==> src/rtl/fetch_stage.sv <==
// fetch_stage: instruction fetch with a single outstanding imem read and a
// one-entry valid/ready output register. Taken-branch redirects retarget the
// PC and squash any wrong-path instruction in flight or buffered.
// Optional build macro: FETCH_PERF_EN adds perf_fetched / perf_flushed counters.
module fetch_stage #(
  parameter logic [31:0] RESET_PC = 32'hBFC0_0000
) (
  input  logic        clk,
  input  logic        rst_n,
  output logic        imem_req_valid,
  input  logic        imem_req_ready,
  output logic [31:0] imem_addr,
  input  logic        imem_resp_valid,
  input  logic [31:0] imem_resp_data,
  input  logic        redirect,
  input  logic [31:0] redirect_target,
  output logic        instr_valid,
  input  logic        instr_ready,
  output logic [31:0] instr,
  output logic [31:0] instr_pc,
  output logic [31:0] instr_pc_plus4
`ifdef FETCH_PERF_EN
  ,
  output logic [31:0] perf_fetched,
  output logic [31:0] perf_flushed
`endif
);

  typedef enum logic [1:0] {
    IDLE  = 2'd0,
    FETCH = 2'd1,
    WAIT  = 2'd2
  } state_t;

  state_t      state_q, state_d;
  logic [31:0] pc_q, pc_d;
  logic [31:0] req_pc_q, req_pc_d;
  logic        discard_q, discard_d;
  logic        instr_valid_q, instr_valid_d;
  logic [31:0] instr_q, instr_d;
  logic [31:0] instr_pc_q, instr_pc_d;
  logic        req_fire;
  logic        out_hs;
  logic        resp_drop;

  // Outputs decode only from registered state and the downstream ready.
  always_comb begin
    imem_req_valid = (state_q == FETCH) && (!instr_valid_q || instr_ready);
    imem_addr      = pc_q;
    instr_valid    = instr_valid_q;
    instr          = instr_q;
    instr_pc       = instr_pc_q;
    instr_pc_plus4 = instr_pc_q + 32'd4;
  end

  // Next-state logic; the redirect block at the end overrides everything else.
  always_comb begin
    state_d       = state_q;
    pc_d          = pc_q;
    req_pc_d      = req_pc_q;
    discard_d     = discard_q;
    instr_valid_d = instr_valid_q;
    instr_d       = instr_q;
    instr_pc_d    = instr_pc_q;
    resp_drop     = 1'b0;
    req_fire      = imem_req_valid && imem_req_ready;
    out_hs        = instr_valid_q && instr_ready;

    if (out_hs) begin
      instr_valid_d = 1'b0;
    end

    case (state_q)
      IDLE: begin
        state_d = FETCH;
      end
      FETCH: begin
        if (req_fire) begin
          req_pc_d = pc_q;
          state_d  = WAIT;
          // A request accepted alongside a redirect is already wrong-path.
          if (redirect) begin
            discard_d = 1'b1;
          end
        end
      end
      WAIT: begin
        if (imem_resp_valid) begin
          state_d   = FETCH;
          discard_d = 1'b0;
          if (discard_q || redirect) begin
            resp_drop = 1'b1;
          end else begin
            instr_d       = imem_resp_data;
            instr_pc_d    = req_pc_q;
            instr_valid_d = 1'b1;
            pc_d          = req_pc_q + 32'd4;
          end
        end else if (redirect) begin
          discard_d = 1'b1;
        end
      end
      default: begin
        state_d = IDLE;
      end
    endcase

    if (redirect) begin
      pc_d          = redirect_target & 32'hFFFF_FFFC;
      instr_valid_d = 1'b0;
    end
  end

  // Fetch control and output register state.
  always_ff @(posedge clk or negedge rst_n) begin
    if (!rst_n) begin
      state_q       <= IDLE;
      pc_q          <= RESET_PC;
      req_pc_q      <= 32'd0;
      discard_q     <= 1'b0;
      instr_valid_q <= 1'b0;
      instr_q       <= 32'd0;
      instr_pc_q    <= 32'd0;
    end else begin
      state_q       <= state_d;
      pc_q          <= pc_d;
      req_pc_q      <= req_pc_d;
      discard_q     <= discard_d;
      instr_valid_q <= instr_valid_d;
      instr_q       <= instr_d;
      instr_pc_q    <= instr_pc_d;
    end
  end

`ifdef FETCH_PERF_EN
  logic [31:0] perf_fetched_q, perf_fetched_d;
  logic [31:0] perf_flushed_q, perf_flushed_d;

  // A consumed instruction counts only if no redirect cancels it; a dropped
  // response and a squashed output register in one cycle count once.
  always_comb begin
    perf_fetched_d = perf_fetched_q;
    perf_flushed_d = perf_flushed_q;
    if (out_hs && !redirect) begin
      perf_fetched_d = perf_fetched_q + 32'd1;
    end
    if (resp_drop || (redirect && instr_valid_q)) begin
      perf_flushed_d = perf_flushed_q + 32'd1;
    end
  end

  // Performance counter registers.
  always_ff @(posedge clk or negedge rst_n) begin
    if (!rst_n) begin
      perf_fetched_q <= 32'd0;
      perf_flushed_q <= 32'd0;
    end else begin
      perf_fetched_q <= perf_fetched_d;
      perf_flushed_q <= perf_flushed_d;
    end
  end

  assign perf_fetched = perf_fetched_q;
  assign perf_flushed = perf_flushed_q;
`endif

endmodule
==> config.mk <==
export PLATFORM = sky130hd
export DESIGN_NAME = fetch_stage
export DESIGN_NICKNAME = d
export VERILOG_FILES = /design/src/rtl/fetch_stage.sv
export SDC_FILE = /design/constraint.sdc
export NUM_CORES = 1
export LEC_CHECK = 0
export BUFFER_PORTS_ARGS = -buffer_cell sky130_fd_sc_hd__buf_2
export CELL_PAD_IN_SITES_DETAIL_PLACEMENT = 1
export CELL_PAD_IN_SITES_GLOBAL_PLACEMENT = 2
export CORE_MARGIN = 5
export CORE_UTILIZATION = 27
export CTS_CLUSTER_SIZE = 30
export DETAILED_ROUTE_END_ITERATION = 7
export PLACE_DENSITY_LB_ADDON = 0.1
export SYNTH_ARGS = -nofsm -noshare
export SYNTH_HDL_FRONTEND = slang
export SYNTH_SLANG_ARGS = --single-unit
==> constraint.sdc <==
create_clock -name clk -period 1.7 [get_ports clk]
set_input_delay 0.085 -clock clk [delete_from_list [all_inputs] [get_ports clk]]
set_output_delay 0.085 -clock clk [all_outputs]
set_load 0.02 [all_outputs]
### Word-level counts from Yosys, hierarchy flattened

Index checks and enable logic that the tools add are counted.

| storage, ports and cells | value |
|---|---|
| register bits | 132 |
| input port bits | 70 |
| word-level logic and storage cells | 46 |

| cells by class | value |
|---|---|
| $add $sub $neg | 2 |
| equality and inequality tests | 5 |
| muxes and demuxes | 16 |
| bitwise operators | 1 |
| reductions and logical operators | 15 |

Operators with widths:

| operator | number |
|---|---|
| 32-bit 2-to-1 mux | 4 |
| 32-bit by 3-bit adder with 32-bit output (second input constant) | 2 |
| 1-bit 2-to-1 mux | 8 |
| 2-bit != test (second input constant) | 3 |
| 2-bit one-hot mux with 3 select lines | 1 |
| 2-bit AND reduction | 3 |
| 3-bit AND reduction | 2 |
| 2-bit nonzero test | 3 |
| 2-bit 2-to-1 mux | 2 |
| 1-bit logical AND | 3 |
| 2-bit by 1-bit equality test with 1-bit output (second input constant) | 1 |
| 2-bit equality test (second input constant) | 1 |
| 2-bit logical NOT | 1 |
| 1-bit logical OR | 2 |
| 1-bit one-hot mux with 2 select lines | 1 |
| 1-bit logical NOT | 1 |
| 1-bit inverter | 1 |

### Logic depth before layout (Yosys ltp)

| logic depth | value |
|---|---|
| depth in word-level cells | 6 |
| depth in mapped cells | 6 |

### Worst setup path after synthesis

No wires, ideal clock.

| path | value |
|---|---|
| path type | reg2out |
| start point | register instr_pc_q[9], in the netlist instr_pc[9] |
| end point | output instr_pc_plus4[23] |
| arrival time | 1.806 ns |
| data required time | 1.615 ns |
| path slack | -0.191 ns |
| stages on the path, launching flop included | 6 |
| path buffers | 0 |
| cells stage by stage | dfrtp_1 -> and4_1 -> nand2_1 -> nor3_1 -> nand4_1 -> xnor2_1 |

| on the way | value |
|---|---|
| cells in the longest elaborated chain, start to end | 1 |

Ends and longest elaborated chain:

| item | line | text |
|---|---|---|
| start: declaration | 41 | `logic [31:0] instr_pc_q, instr_pc_d;` |
| start signal: assignment | 131 | `instr_pc_q <= instr_pc_d;` |
| 32-bit by 3-bit adder with 32-bit output | 53 | `instr_pc_plus4 = instr_pc_q + 32'd4;` |
| end: declaration | 21 | `output logic [31:0] instr_pc_plus4` |

No other way between the ends.

### Worst setup path after layout

| path | value |
|---|---|
| start point | register instr_pc_q[18], in the netlist instr_pc[18] |
| end point | output instr_pc_plus4[30] |

The elaborated chain is that of the path after synthesis.

==> impl_metrics.tcl <==
set metrics [dict create \
    dr_total_vias 6029 \
    dpl_cell_area_um2 8410 \
    drc 0 \
    cp.arrival_ps 1890 \
    ys_warn_count 0 \
    path_cells "and4_1, nand4_1, nor2_4, nand4_1, xnor2_2, buf_4" \
    leakagePower_nw 5.17 \
    syn_area_um2 6290 \
    startpoint "instr_pc[18]" \
    end_kind "output pin" \
    cp_top_family "simple AND/OR/NAND/NOR gates" \
    clk_path_buf_depth 2 \
    dieHeight_um 163 \
    grt_usage_pct 16.6 \
    slew-limit-headroom_pct 71.8 \
    r2r_start "req_pc_q[2]" \
    synth.yosys.seq_area_share_pct 52.7 \
    fin_skew_ps 8.44 \
    start_kind "flop" \
    root_buffer "clkbuf_16" \
    maxCapViolCount 0 \
    ff2ff_path_depth 5 \
    fin_crit_sh_pct 116 \
    tightest_slew_ps 423 \
    grt_pass1_vias 6603 \
    synthTopCellsByArea "dfrtp_1, nand2_1, mux2_2" \
    drtIter0Drc 223 \
    hold_viol 0 \
    num_rows 55 \
    synth_top_area_share_pct 48.9 \
    numCtsBuffers 17 \
    finalWeightedCongestion 0.779 \
    crit_top_cell "nand4_1" \
    syn-num-nets 735 \
    ios 200 \
    slowest_delay_ps 350 \
    power_density_nw_per_um2 1460 \
    ys.flop_type "dfrtp_1" \
    drive_gt1_share_pct 43.2 \
    synth_seq_cells 132 \
    async_flop_share_pct 100 \
    crit_buf_inv 1 \
    start_util_pct 27.6 \
    synthCells 663 \
    cp_max_fo 8 \
    die_area_um2 26400 \
    report.final.setup_viol 23 \
    yosysMostFrequentCell "nand2_1" \
    grt-ovfl-total 0 \
    rsz0062_at_grt "yes" \
    fillers 2619 \
    power_mw 14.7 \
    hold_start "instr_ready" \
    port_buffers 197 \
    htree_levels 4 \
    drt-vias-per-instance 4.52 \
    clkTransAtPathRegs_ps 60 \
    required_ps 1620 \
    drt_first_pass_iters 4 \
    period_minus_slack_ps 1970 \
    ir_drop_mv 0.744 \
    antenna_found_initial 1 \
    crit_slowest_cell "dfrtp_2" \
    final_area_um2 10100 \
    status "finished, violations left" \
    slew_violations 0 \
    worst-path-stages 6 \
    synthToLayoutAreaGrowth_pct 60.2 \
    yosys-top-cells-count "nand2_1, dfrtp_1, mux2_2, xnor2_1, nand3_1" \
    nNetsFinal 1078 \
    synth_cell_type_count 46 \
    preCtsSetupSlack_ps -46.7 \
    max_freq_ghz 0.507 \
    core_um2 22800 \
    grt_max_degree 48 \
    clock_latency_ps 410 \
    cts_tree "built" \
    setup_ws_ps -271 \
    hold_path_class "input pin to flop" \
    violations "negative setup slack" \
    grt_pass1_wl_um 35100 \
    avgSynthCellArea_um2 9.49 \
    antenna_left 0 \
    drt-total-wl_um 21600 \
    worstReg2RegEnd "imem_addr[17]" \
    die_w_um 163 \
    r2r_setup_slack_ps 10 \
    crit_type "flop to output pin" \
    clock-sinks 132 \
    hpwlAfterDp_um 15900 \
    yosysTopAreaCell "dfrtp_1" \
    wl_per_cell_um 16.2 \
    postLayoutCoreUtil_pct 44.2 \
    synth_edf_count 0 \
    crit_end "instr_pc_plus4[30]" \
]
[layout by cell type, fill, tap and decap left out, drive strengths merged, types with 3 or more instances in the layout]
| cell type | instances |
|---|---|
| a21oi | 18 |
| and3 | 12 |
| and4 | 5 |
| buf | 293 |
| bufinv | 3 |
| clkbuf | 18 |
| clkinv | 4 |
| clkinvlp | 4 |
| dfrtp | 123 |
| dfstp | 9 |
| dlygate4sd3 | 65 |
| inv | 7 |
| mux2 | 33 |
| mux2i | 5 |
| nand2 | 236 |
| nand3 | 29 |
| nand4 | 19 |
| nand4b | 3 |
| nor2 | 19 |
| nor3 | 5 |
| nor3b | 10 |
| o21ai | 17 |
| o221ai | 10 |
| o31ai | 3 |
| xnor2 | 32 |
| xor2 | 19 |
[metrics by stage]
| stage | setup TNS (ps) | hold slack, ps | instances |
|---|---|---|---|
| after CTS | -5960 | 10.4 | 1326 |
| after detailed placement | -72.3 | 17.3 | 1224 |
| after global routing | -7980 | 43.8 | 1333 |
| after floorplan | -54.5 | -211 | 663 |
| final | -4500 | 17.4 | 1333 |
| after global placement | -55.1 | 7.71 | 1224 |
[worst register-to-register path, cell delays in order (launching register included)]
cell     delay [ps]
dfrtp_1         410
nand3_4         120
nor2_8          120
or4b_4          470
or4_1           410
nand3_1          90
[power breakdown]
part,internal (mW),switching [mW],leakage [nW]
Clock,2.32,1.46,0.284
Sequential,4.16,0.780,1.66
Combinational,2.68,3.29,3.22
Total,9.16,5.53,5.17
[logic make-up (layout without fill, tap and decap cells)]
kind of cell | Yosys count | count (layout) | share of synthesized area, %
other cells | 0 | 1 | 0
buf+inv | 38 | 394 | 2.43
fa+ha+maj | 2 | 2 | 0.398
xor+xnor | 51 | 51 | 7.10
mux | 38 | 38 | 6.70
compound gates | 53 | 53 | 5.19
simple gates | 349 | 349 | 25.5
flops | 132 | 132 | 52.7
[cell type report]
class	instances	area, µm²	area share (%)
multi-input combinational	493	3210	31.8
sequential	132	3330	33.0
tap	313	392	3.89
timing repair buffer	358	2530	25.1
inverter	4	15.0	0.149
clock buffer	18	429	4.26
antenna	1	2.50	0.0248
clock inverter	14	178	1.76
[repair_timing]
action                                  in CTS  in global routing
hold buffers                                65                  0
endpoints found under the setup margin      28                 60
resized for setup                           42                 42
pin swaps                                   14                 25
buffers inserted                             5                  6
hold endpoints to repair                   154                  0
[worst min-delay path by stage]
stage,endpoint,slack (ps),cells past startpoint
3_5_place_dp,instr[4],20,1
2_1_floorplan,discard_q,-210,0
3_3_place_gp,instr[7],8,1
5_1_grt,instr_valid,40,3
4_1_cts,instr_valid,10,3
6_report,instr_valid,20,3
[state kept, by name, indices dropped and copies added, names as in the netlist]
| register | flops |
|---|---|
| discard_q | 1 |
| instr_pc | 32 |
| req_pc_q | 32 |
| imem_addr | 32 |
| state_q | 2 |
| instr | 32 |
| instr_valid | 1 |
[layer usage]
layer	up-vias	wire, µm	GRT usage (%)
li1	2916	-	-
met1	2942	9730	21.3
met2	152	10400	27.9
met3	19	1240	4.18
met4	0	234	4.23
met5	-	0	0
(Power assumes the default switching activity.)
